`config.mk`:
```
export PLATFORM = sky130hd
export DESIGN_NAME = song_player
export DESIGN_NICKNAME = d
export VERILOG_FILES = /design/src/rtl/song_pkg.sv /design/src/rtl/song_player_note_timer.sv /design/src/rtl/song_player.sv
export SDC_FILE = /design/constraint.sdc
export NUM_CORES = 1
export LEC_CHECK = 0
export ABC_CLOCK_PERIOD_IN_PS = 3840
export BUFFER_PORTS_ARGS = -buffer_cell sky130_fd_sc_hd__buf_2
export CAP_MARGIN = 30
export CORE_MARGIN = 2
export CORE_UTILIZATION = 60
export DETAILED_ROUTE_END_ITERATION = 8
export PLACE_DENSITY = 0.89
export SYNTH_ARGS = -nofsm -noshare
export SYNTH_HDL_FRONTEND = slang
export SYNTH_SLANG_ARGS = --single-unit
```
`constraint.sdc`:
```
create_clock -name clk -period 3.84 [get_ports clk]
set_clock_uncertainty 0.05 [all_clocks]
set_input_delay 0.384 -clock clk [delete_from_list [all_inputs] [get_ports clk]]
set_output_delay 0.384 -clock clk [all_outputs]
set_load 0.05 [all_outputs]
```
`src/rtl/song_pkg.sv`:
```
// rtl/song_pkg.sv - shared state type and default sizes for the song sequencer and song memory
package song_pkg;
    localparam int SONG_LEN = 26;
    localparam int LOC_W    = 5;
    localparam int DUR_W    = 26;
    localparam int NOTE_W   = 4;

    typedef enum logic [2:0] {IDLE, FETCH, PLAY, GAP, DONE} state_e;
endpackage

```
`src/rtl/song_player_note_timer.sv`:
```
// rtl/song_player_note_timer.sv - loadable down-counter shared by note playback and the silent gap
module note_timer #(
    parameter int W = song_pkg::DUR_W
) (
    input  logic         clk,
    input  logic         rst_n,
    input  logic         load,
    input  logic [W-1:0] value,
    input  logic         clear,
    output logic         expire
);
    logic [W-1:0] cnt_q;
    logic [W-1:0] cnt_d;

    always_comb begin
        cnt_d = cnt_q;
        if (clear) begin
            cnt_d = '0;
        end else if (load) begin
            cnt_d = value;
        end else if (cnt_q != '0) begin
            cnt_d = cnt_q - W'(1);
        end
    end

    always_ff @(posedge clk or negedge rst_n) begin
        if (!rst_n) begin
            cnt_q <= '0;
        end else begin
            cnt_q <= cnt_d;
        end
    end

    // Expiry is flagged on the last counted cycle so the owner can switch phase on that same edge.
    assign expire = (cnt_q == W'(1));
endmodule

```
`src/rtl/song_player.sv`:
```
// rtl/song_player.sv - walks one stored song, fetching note/duration and driving tone then gap
module song_player #(
    parameter int SONG_LEN      = song_pkg::SONG_LEN,
    parameter int LOC_W         = song_pkg::LOC_W,
    parameter int DUR_W         = song_pkg::DUR_W,
    parameter int GAP_CYCLES    = 5000000,
    parameter int FETCH_TIMEOUT = 4
) (
    input  logic                        clk,
    input  logic                        rst_n,
    input  logic                        start,
    input  logic                        stop,
    input  logic                        repeat_en,
    input  logic [1:0]                  songnum_sel,
    output logic                        mem_isread,
    output logic [1:0]                  mem_songnum,
    output logic [LOC_W-1:0]            mem_location,
    input  logic [song_pkg::NOTE_W-1:0] mem_note,
    input  logic [DUR_W-1:0]            mem_duration,
    input  logic                        mem_isvalid,
    output logic [song_pkg::NOTE_W-1:0] note_out,
    output logic                        note_active,
    output logic                        busy,
    output logic                        done,
    output logic                        error
);
    import song_pkg::*;

    localparam int FC_W = $clog2(FETCH_TIMEOUT + 1);
    localparam logic [DUR_W-1:0] GAP_V    = DUR_W'(GAP_CYCLES);
    localparam logic [LOC_W-1:0] LAST_LOC = LOC_W'(SONG_LEN - 1);

    state_e              state_q, state_d;
    logic [LOC_W-1:0]    loc_q, loc_d;
    logic [1:0]          song_q, song_d;
    logic [NOTE_W-1:0]   note_q, note_d;
    logic                err_q, err_d;
    logic [FC_W-1:0]     fcnt_q, fcnt_d;
    logic                busy_q, rd_q, act_q, done_q;
    logic                tmr_load, tmr_clear, tmr_expire;
    logic [DUR_W-1:0]    tmr_val;

    note_timer #(.W(DUR_W)) u_timer (
        .clk    (clk),
        .rst_n  (rst_n),
        .load   (tmr_load),
        .value  (tmr_val),
        .clear  (tmr_clear),
        .expire (tmr_expire)
    );

    always_comb begin
        state_d   = state_q;
        loc_d     = loc_q;
        song_d    = song_q;
        note_d    = note_q;
        err_d     = err_q;
        fcnt_d    = fcnt_q;
        tmr_load  = 1'b0;
        tmr_val   = mem_duration;
        tmr_clear = 1'b0;
        unique case (state_q)
            IDLE: begin
                if (start && !stop && songnum_sel != 2'd0) begin
                    state_d = FETCH;
                    song_d  = songnum_sel;
                    loc_d   = '0;
                    err_d   = 1'b0;
                    fcnt_d  = '0;
                end
            end
            FETCH: begin
                if (mem_isvalid) begin
                    note_d = mem_note;
                    if (mem_duration == '0) begin
                        state_d = DONE;
                    end else begin
                        tmr_load = 1'b1;
                        state_d  = PLAY;
                    end
                end else if (fcnt_q == FC_W'(FETCH_TIMEOUT - 1)) begin
                    err_d   = 1'b1;
                    state_d = DONE;
                end else begin
                    fcnt_d = fcnt_q + FC_W'(1);
                end
            end
            PLAY: begin
                if (tmr_expire) begin
                    tmr_load = 1'b1;
                    tmr_val  = GAP_V;
                    state_d  = GAP;
                end
            end
            GAP: begin
                if (tmr_expire) begin
                    fcnt_d = '0;
                    if (loc_q != LAST_LOC) begin
                        loc_d   = loc_q + LOC_W'(1);
                        state_d = FETCH;
                    end else if (repeat_en) begin
                        loc_d   = '0;
                        state_d = FETCH;
                    end else begin
                        state_d = DONE;
                    end
                end
            end
            DONE: state_d = IDLE;
            default: state_d = IDLE;
        endcase

        // DONE already ends the song, so a stop there simply lets it return to IDLE.
        if (stop && state_q != IDLE && state_q != DONE) begin
            state_d = DONE;
        end
        if (state_d == DONE) begin
            note_d    = '0;
            song_d    = '0;
            tmr_clear = 1'b1;
        end
    end

    always_ff @(posedge clk or negedge rst_n) begin
        if (!rst_n) begin
            state_q <= IDLE;
            loc_q   <= '0;
            song_q  <= '0;
            note_q  <= '0;
            err_q   <= 1'b0;
            fcnt_q  <= '0;
            busy_q  <= 1'b0;
            rd_q    <= 1'b0;
            act_q   <= 1'b0;
            done_q  <= 1'b0;
        end else begin
            state_q <= state_d;
            loc_q   <= loc_d;
            song_q  <= song_d;
            note_q  <= note_d;
            err_q   <= err_d;
            fcnt_q  <= fcnt_d;
            busy_q  <= (state_d != IDLE);
            rd_q    <= (state_d == FETCH);
            act_q   <= (state_d == PLAY);
            done_q  <= (state_d == DONE);
        end
    end

    // stop silences the buzzer and the memory read in the very cycle it is seen.
    assign mem_isread   = rd_q & ~stop;
    assign note_active  = act_q & ~stop;
    assign mem_songnum  = song_q;
    assign mem_location = loc_q;
    assign note_out     = note_q;
    assign busy         = busy_q;
    assign done         = done_q;
    assign error        = err_q;
endmodule
```
==> flow_summary.ini, run 1 <==
[outcome]
status = finished clean

[floorplanning]
die_w_um = 72.4
fp.dieH_um = 72.4
num_io_pins = 54
start_util = 0.635
core_mm2 = 0.00441
row_count = 24
dieArea_mm2 = 0.00524

[cells_and_area]
nets = 393
drive_above_1_share = 0.212
fillers = 341
num_antenna_cells = 0
final_cell_mix = buf_2, nor2_1, dfrtp_1
final_common_cell = buf_2
multiInputGateArea_mm2 = 0.00152
seqCellArea_mm2 = 0.00120
syn_to_final_growth_pct = 14.4

[cts]
cts_tree = yes
cts-resized-gates = 0
clockRootBuffer = clkbuf_8
cts.sinks = 48
clk_pin_slew_ns = 0.09
cts.path.max_buffers = 2
cts_max_level = 2
cts_buffers = 5
clock_latency_ns = 0.30

[drt]
firstDrtPassIters = 6
vias = 2600
antenna_left = 0
drt_iter0_markers = 253
wl_um = 7150
via_per_inst = 6.48
drcViolationCount = 0
wire_per_inst_um = 17.8

[global_route]
overflow = 0
first_global_vias = 2501
grt_max_degree = 34
antenna_found_initial = 0
grt_first_pass_wirelength_um = 11800
grt_usage = 0.291

[sta]
rsz0062_at_grt = no
period_needed_ns = 3.21
whs_ns = 0.274
tightest_slew_ns = 0.858
fin_crit_sh = 0.835
slew_violations = 0
finalSetupViolCount = 0
finalSetupTns_ns = 0
maxSlewHeadroom = 0.427
setup_ws_ns = 0.633
fmax_ghz = 0.312
final-hold-violation-count = 0

[yosys]
synth-main-ff-cell = dfrtp_1
syn_area_per_cell_um2 = 9.50
yosysTopAreaCell = dfrtp_1
ys_seq_elements = 48
synth-adder-area-share = 0.0312
synth-edff-count = 0
synth_top_family_by_area = simple AND/OR/NAND/NOR gates
async_flop_share = 1.00
synthCells = 295
yosysSeqAreaShare = 0.428
synth_simple_gate_area_share = 0.267
synth_mux_area_frac = 0.0250
synth.area.top_cells = dfrtp_1, nor2_1, xor2_1
synth_fp_nets = 340
ys_types = 54
synth-compound-area-share = 0.154
synth_top_cell_area_share = 0.428
yosys_warnings = 0
synth_xor_area_frac = 0.0656
synth.cell_area_mm2 = 0.00280

[power]
power_density_mw_per_mm2 = 697
irDropWorstVdd_mv = 0.435
p_leak_nw = 1.56

[worst_hold_path]
hold_path_class = input pin to register

[worst_setup_path]
crit_path_start_kind = register
worst_ep_required_time_ns = 3.98
critical_path_class = register to register
critPathMaxFanout = 11
arrival_ns = 3.35
endpoint_kind = register

[placed_design]
dpl_worst_slack_ns = 0.808
place_congestion = 0.899
place_hpwl_um = 5190
port_buffers = 53

[job]
max_cap_violations = 0
## metal layers
| layer | global-route usage | vias up | routed length [um] |
|---|---|---|---|
| met5 | 0 | - | 0 |
| met4 | 0.119 | 0 | 181 |
| met3 | 0.0653 | 26 | 664 |
| met2 | 0.459 | 152 | 3320 |
| met1 | 0.389 | 1234 | 2980 |
| li1 | - | 1188 | - |
## metrics by stage
stage	power [mW]	util	instances	instance area (um2)
after global routing	2.38	0.726	401	3210
after CTS	2.21	0.726	401	3210
after detailed placement	1.90	0.704	392	3110
after floorplan	1.64	-	295	2800
after global placement	1.85	0.699	391	3090
final	2.23	0.726	401	3210
## worst paths after layout
path / startpoint / cells past startpoint / slack, ns / end
setup / recovery: state_q[0] / 6 / 0.63 / u_timer.cnt_q[3]
setup reg to reg: state_q[0] / 6 / 0.63 / u_timer.cnt_q[3]
min in group asynchronous: rst_n / 2 / 0.47 / mem_location[3]
hold reg to reg: error / 1 / 0.45 / error
max in group asynchronous: rst_n / 3 / 2.76 / u_timer.cnt_q[10]
hold / removal: mem_note[3] / 3 / 0.27 / note_out[3]
## cells in the mapped netlist (all sizes together), types with 5 or more instances
| library cell | instances |
|---|---|
| a211oi | 5 |
| a22oi | 10 |
| clkbuf | 6 |
| dfrtp | 48 |
| ha | 7 |
| inv | 7 |
| mux2i | 7 |
| nand2 | 23 |
| nand3 | 7 |
| nor2 | 50 |
| nor3 | 7 |
| nor4 | 13 |
| o21a | 5 |
| o21ai | 10 |
| o22ai | 8 |
| o31ai | 6 |
| xnor2 | 8 |
| xor2 | 13 |
## sequential cells by signal, indices dropped and copies added, names as in the netlist
name / flops
u_timer.cnt_q: 26
mem_location: 5
note_out: 4
fcnt_q: 3
state_q: 3
mem_songnum: 2
act_q: 1
busy: 1
done: 1
error: 1
rd_q: 1
## cell families (layout without fill, tap and decap cells)
kind of cell             Yosys count  in the layout
multiplexers                       7              7
XOR/XNOR                          21             21
buffers and inverters             17             71
AO/OA/AOI/OAI                     60             60
adder cells (fa/ha/maj)            7              7
AND/OR/NAND/NOR                  135            135
flip-flops                        48             48
## area by class of cell
| class | count | area share |
|---|---|---|
| Timing Repair Buffer | 56 | 0.0944 |
| Multi-Input combinational cell | 230 | 0.474 |
| Tap cell | 52 | 0.0203 |
| Sequential cell | 48 | 0.375 |
| Clock buffer | 8 | 0.0281 |
| Inverter | 7 | 0.00819 |
## worst max-delay path: stages, from the launching register on
cell	delay, ns
dfrtp_1	0.54
nor3b_1	0.59
and2_1	0.48
o21ai_1	0.41
nand3b_4	0.23
nand4_1	0.40
a311oi_1	0.39
## what timing repair did
action,4_1_cts,5_1_grt
hold endpoints to repair,15,0
endpoints found under the setup margin,0,0
buffers inserted,0,0
hold buffers,1,0
## power breakdown
part,internal [mW],leakage [nW],switching (mW)
Combinational,0.393,0.887,0.639
Sequential,0.691,0.626,0.200
Clock,0.147,0.0455,0.165
Power figures use the tool's default switching activity.
==> inputs of run 2 (changes only) <==
Settings changed: ABC_CLOCK_PERIOD_IN_PS 3840 to 2600, CORE_UTILIZATION 60 to 50, PLACE_DENSITY 0.89 to 0.79.
Clock period 3.84 ns to 2.6 ns, I/O delays scaled along.
==> run 2 against run 1 <==
Effect of this change: core utilization fell by 10 points; setup slack worse by 0.56 ns; critical path depth is 1 higher; fmax grew 27%; worst hold slack worse by 0.14 ns; first-iteration DRC count shrank 32%; final cell count increased by 10%; clock power grew 77%; critical path type unchanged; critical endpoint unchanged; largest cell class unchanged.
==> flow_summary.ini, run 2 (synthesis results as in run 1) <==
[worst_setup_path]
rr_worst_depth = 7
critPathMaxFanout = 7
timing.reg2reg.setup_slack_ns = 0.07
endpoint_kind = register
crit_path_start_kind = register
worst_ep_required_time_ns = 2.74
critical_path_class = register to register
rr_startpoint = u_timer.cnt_q[21]
arrival_ns = 2.67
r2r_end = u_timer.cnt_q[3]

[placed_design]
dpl_worst_slack_ns = -0.00136
place_congestion = 0.938
place_hpwl_um = 5290
port_buffers = 53
placed_area_mm2 = 0.00325

[cells_and_area]
regMostFlops = u_timer.cnt_q
num_antenna_cells = 0
final_cell_mix = buf_2, nor2_1, dfrtp_1
largest_reg_flops = 26
drive_above_1_share = 0.272
syn_to_final_growth_pct = 22.3
nets = 415
final_area_mm2 = 0.00343
fin_util = 0.627
final_common_cell = buf_2

[sta]
slew_violations = 0
period_needed_ns = 2.53
tightest_slew_ns = 0.567
fin_crit_sh = 0.972
finalSetupViolCount = 0
final-hold-violation-count = 0
maxSlewHeadroom = 0.618
fmax_ghz = 0.396
finalSetupTns_ns = 0
setup_ws_ns = 0.0722

[power]
p_int_mw = 2.01
clkPwrFrac = 0.158
power_density_mw_per_mm2 = 1030
power_frac_comb = 0.474
irDropWorstVdd_mv = 0.676
p_leak_nw = 1.68
p_sw_frac = 0.428
power_switching_mw = 1.51
power_mw = 3.52
seq_power_share = 0.368

[worst_hold_path]
min_to = note_out[2]
hold_start = mem_note[2]
hold_depth = 3
hold_path_class = input pin to register

[drt]
drcViolationCount = 0
drt_iter0_markers = 172
wl_um = 7090
via_per_inst = 5.86
vias = 2595
wire_per_inst_um = 16.0
firstDrtPassIters = 4
antenna_left = 0

[global_route]
grt_first_pass_wirelength_um = 11900
first_global_vias = 2478
grt_usage = 0.244
overflow = 0
antenna_found_initial = 0
grt_max_degree = 22

[floorplanning]
num_io_pins = 54
die_w_um = 78.9
dieArea_mm2 = 0.00622
fp.dieH_um = 78.9
core_mm2 = 0.00547
start_util = 0.512
row_count = 27

[cts]
clk_pin_slew_ns = 0.09
clock_latency_ns = 0.32
cts_tree = yes
cts_max_level = 2
clockRootBuffer = clkbuf_8
cts.path.max_buffers = 2
cts_buffers = 5
cts.sinks = 48

[job]
max_cap_violations = 0

[outcome]
status = finished clean
==> run 2: worst max path at each step <==
| stage | from | endpoint | slack, ns |
|---|---|---|---|
| 2_1_floorplan | u_timer.cnt_q[21] | u_timer.cnt_q[21] | 0.16 |
| 3_3_place_gp | u_timer.cnt_q[21] | u_timer.cnt_q[17] | 0.06 |
| 3_5_place_dp | u_timer.cnt_q[21] | u_timer.cnt_q[17] | -0.001 |
| 4_1_cts | u_timer.cnt_q[21] | u_timer.cnt_q[7] | 0.02 |
| 5_1_grt | u_timer.cnt_q[21] | u_timer.cnt_q[3] | -0.01 |
| 6_report | u_timer.cnt_q[21] | u_timer.cnt_q[3] | 0.07 |
==> run 2: metal layers <==
layer  routed length (um)  track usage  up-vias
met5                    0            0        -
met4                  214        0.117        0
met3                  423       0.0466       17
met2                 3400        0.376       97
met1                 3050        0.333     1259
li1                     -            -     1222
==> run 2: timing repair <==
| action | in CTS | in global routing |
|---|---|---|
| gates resized for setup | 0 | 6 |
| setup buffers | 1 | 3 |
| endpoints found under the hold margin | 6 | 0 |
| hold buffers | 1 | 0 |
| pin swaps | 1 | 2 |
| setup endpoints to repair | 5 | 27 |
==> run 2: critical path, cell delays in order (launching register included) <==
cell and delay, ns:
dfrtp_1 0.40, or4_4 0.55, or3_4 0.38, or4_4 0.51, nand3b_4 0.20, nand4_1 0.12
buf_6 0.14, a311oi_1 0.05
==> run 2: final cells by class <==
cell class / instances / area, um2
tap: 72 / 90.1
fill: 479 / 2040
multi-input combinational: 230 / 1540
inverter: 7 / 26.3
sequential: 48 / 1200
clock inverter: 3 / 42.5
timing repair buffer: 78 / 459
clock buffer: 5 / 68.8
==> run 2: power by group through the flow <==
stage               Combinational (mW)  Clock (mW)  Sequential [mW]
finish                            1.67       0.555             1.29
global route                      1.85       0.586             1.33
CTS                               1.62       0.556             1.29
detailed placement                1.60           0             1.30
global placement                  1.56           0             1.29
floorplan                        0.999           0             1.42
==> run 2: per-stage QoR <==
stage / instances / hold slack, ns
after floorplan: 295 / -0.0856
after global placement: 430 / 0.0523
after detailed placement: 430 / 0.0588
after CTS: 440 / 0.136
after global routing: 443 / 0.161
final: 443 / 0.136
==> inputs of run 3 (changes only) <==
Settings changed: CORE_UTILIZATION 50 to 30, PLACE_DENSITY 0.79 to 0.53.
==> run 3 against run 2 <==
Effect of this change: worst hold slack improved by 0.011 ns; core utilization decreased by 25 points; critical path depth decreased by 1; via count decreased by 4.7%; sequential power about the same; routed wire length increased by 6.6%; final area increased by 1.5%; non-clock buffer count increased by 2; first-iteration DRC count decreased by 47%; register-to-register slack about the same; largest cell class unchanged.
==> flow_summary.ini, run 3 (synthesis results as in run 1) <==
[worst_setup_path]
cp_common_cell = or4_4
worst_ep_required_time_ns = 2.73
critPathMaxFanout = 17
arrival_ns = 2.66
cp_slowest_stage_delay_ns = 0.55
timing.reg2reg.setup_slack_ns = 0.07
crit_path_start_kind = register
endpoint_kind = register
critPathSlowestCell = or4_4
cp_cell_sequence = or4_4 -> or3_4 -> or4_4 -> nand3b_4 -> nand3_4 -> nor2_1
critical_path_class = register to register

[cts]
clk_pin_slew_ns = 0.09
cts.sinks = 48
cts_tree = yes
clock_latency_ns = 0.30
cts.path.max_buffers = 2
clockRootBuffer = clkbuf_8
cts_buffers = 5
cts_max_level = 2

[drt]
antenna_left = 0
via_per_inst = 5.11
vias = 2474
wire_per_inst_um = 15.6
wl_um = 7560
drcViolationCount = 0
firstDrtPassIters = 4
drt_iter0_markers = 91

[cells_and_area]
final_cell_mix = buf_2, nor2_1, dfrtp_1
final_common_cell = buf_2
largest_reg_flops = 26
drive_above_1_share = 0.268
fin_cells = 484
regMostFlops = u_timer.cnt_q
final_area_mm2 = 0.00348
syn_to_final_growth_pct = 24.1
fillers = 944
nets = 417
fin_util = 0.380
num_antenna_cells = 0

[global_route]
overflow = 0
first_global_vias = 2547
grt_first_pass_wirelength_um = 12600
antenna_found_initial = 0
grt_usage = 0.156
grt_max_degree = 28

[power]
irDropWorstVdd_mv = 0.309
power_mw = 3.50
power_density_mw_per_mm2 = 1000
p_leak_nw = 1.69
clkPwrFrac = 0.154
p_sw_frac = 0.422
power_switching_mw = 1.48
seq_power_share = 0.369
power_frac_comb = 0.476
p_int_mw = 2.02

[sta]
finalSetupViolCount = 0
maxSlewHeadroom = 0.548
tightest_slew_ns = 0.672
fmax_ghz = 0.395
fin_crit_sh = 0.974
final-hold-violation-count = 0
setup_ws_ns = 0.0680
rsz0062_at_grt = yes
period_needed_ns = 2.53
slew_violations = 0

[floorplanning]
start_util = 0.306
fp.dieH_um = 101
core_mm2 = 0.00915
num_io_pins = 54
row_count = 35
dieArea_mm2 = 0.0101
die_w_um = 101

[placed_design]
place_hpwl_um = 5720
placed_area_mm2 = 0.00333
dp.cells = 473
dpl_worst_slack_ns = -0.00939
place_congestion = 0.864
port_buffers = 53

[outcome]
status = finished clean

[job]
max_cap_violations = 0

[worst_hold_path]
hold_path_class = input pin to register
run 3: changes by cell type in the layout (fill, tap and decap cells not counted), sizes merged:
cell	delta
buf	+2
clkbuf	+1
clkinvlp	-1
run 3: layer usage:
metal  share of wire  vias to the layer above  track usage  wire length (um)
met5               0                        -            0                 0
li1                -                     1224            -                 -
met3           0.048                        4       0.0284               360
met1            0.49                     1187        0.219              3730
met2            0.45                       59        0.253              3420
met4          0.0064                        0       0.0295                48
run 3: power by group through the flow:
stage	Clock, mW	Combinational (mW)	Sequential (mW)
finish	0.539	1.67	1.29
detailed placement	0	1.65	1.29
floorplan	0	0.999	1.42
CTS	0.561	1.67	1.28
global placement	0	1.63	1.29
global route	0.587	1.87	1.33
run 3: timing repair:
item,in CTS,in global routing
endpoints found under the hold margin,48,0
resized for setup,1,3
gates cloned,0,0
pin swaps,0,3
setup endpoints to repair,6,28
hold buffers,1,0
buffers inserted,0,2
run 3: through the flow:
step	setup TNS, ns	hold slack, ns
3_5_place_dp	-0.00939	0.216
2_1_floorplan	0	-0.0856
5_1_grt	-0.791	0.145
6_report	0	0.147
4_1_cts	0	0.149
3_3_place_gp	0	0.217
run 3: worst max-delay path: cells and delay by family (launching register included):
family	cells	cell delay (ns)
and+or+nand+nor	6	1.97
DFF	1	0.40
run 3: path summary, 6_finish.rpt:
kind / cells past startpoint / startpoint / to
min in group asynchronous: 3 / rst_n / note_out[0]
hold reg to reg: 1 / fcnt_q[2] / fcnt_q[2]
hold / removal: 3 / mem_note[0] / note_out[0]
max in group asynchronous: 3 / rst_n / u_timer.cnt_q[5]
setup reg to reg: 6 / u_timer.cnt_q[21] / u_timer.cnt_q[2]
setup / recovery: 6 / u_timer.cnt_q[21] / u_timer.cnt_q[2]
run 3: area by class of cell:
type / instances / area (um2) / area share
flip-flops and latches: 48 / 1200 / 0.345
well taps: 111 / 139 / 0.0399
clock inverters: 2 / 35.0 / 0.0101
multi-input cells: 230 / 1530 / 0.440
repair buffers: 80 / 474 / 0.136
inverters: 7 / 26.3 / 0.00755
clock buffers: 6 / 72.6 / 0.0208
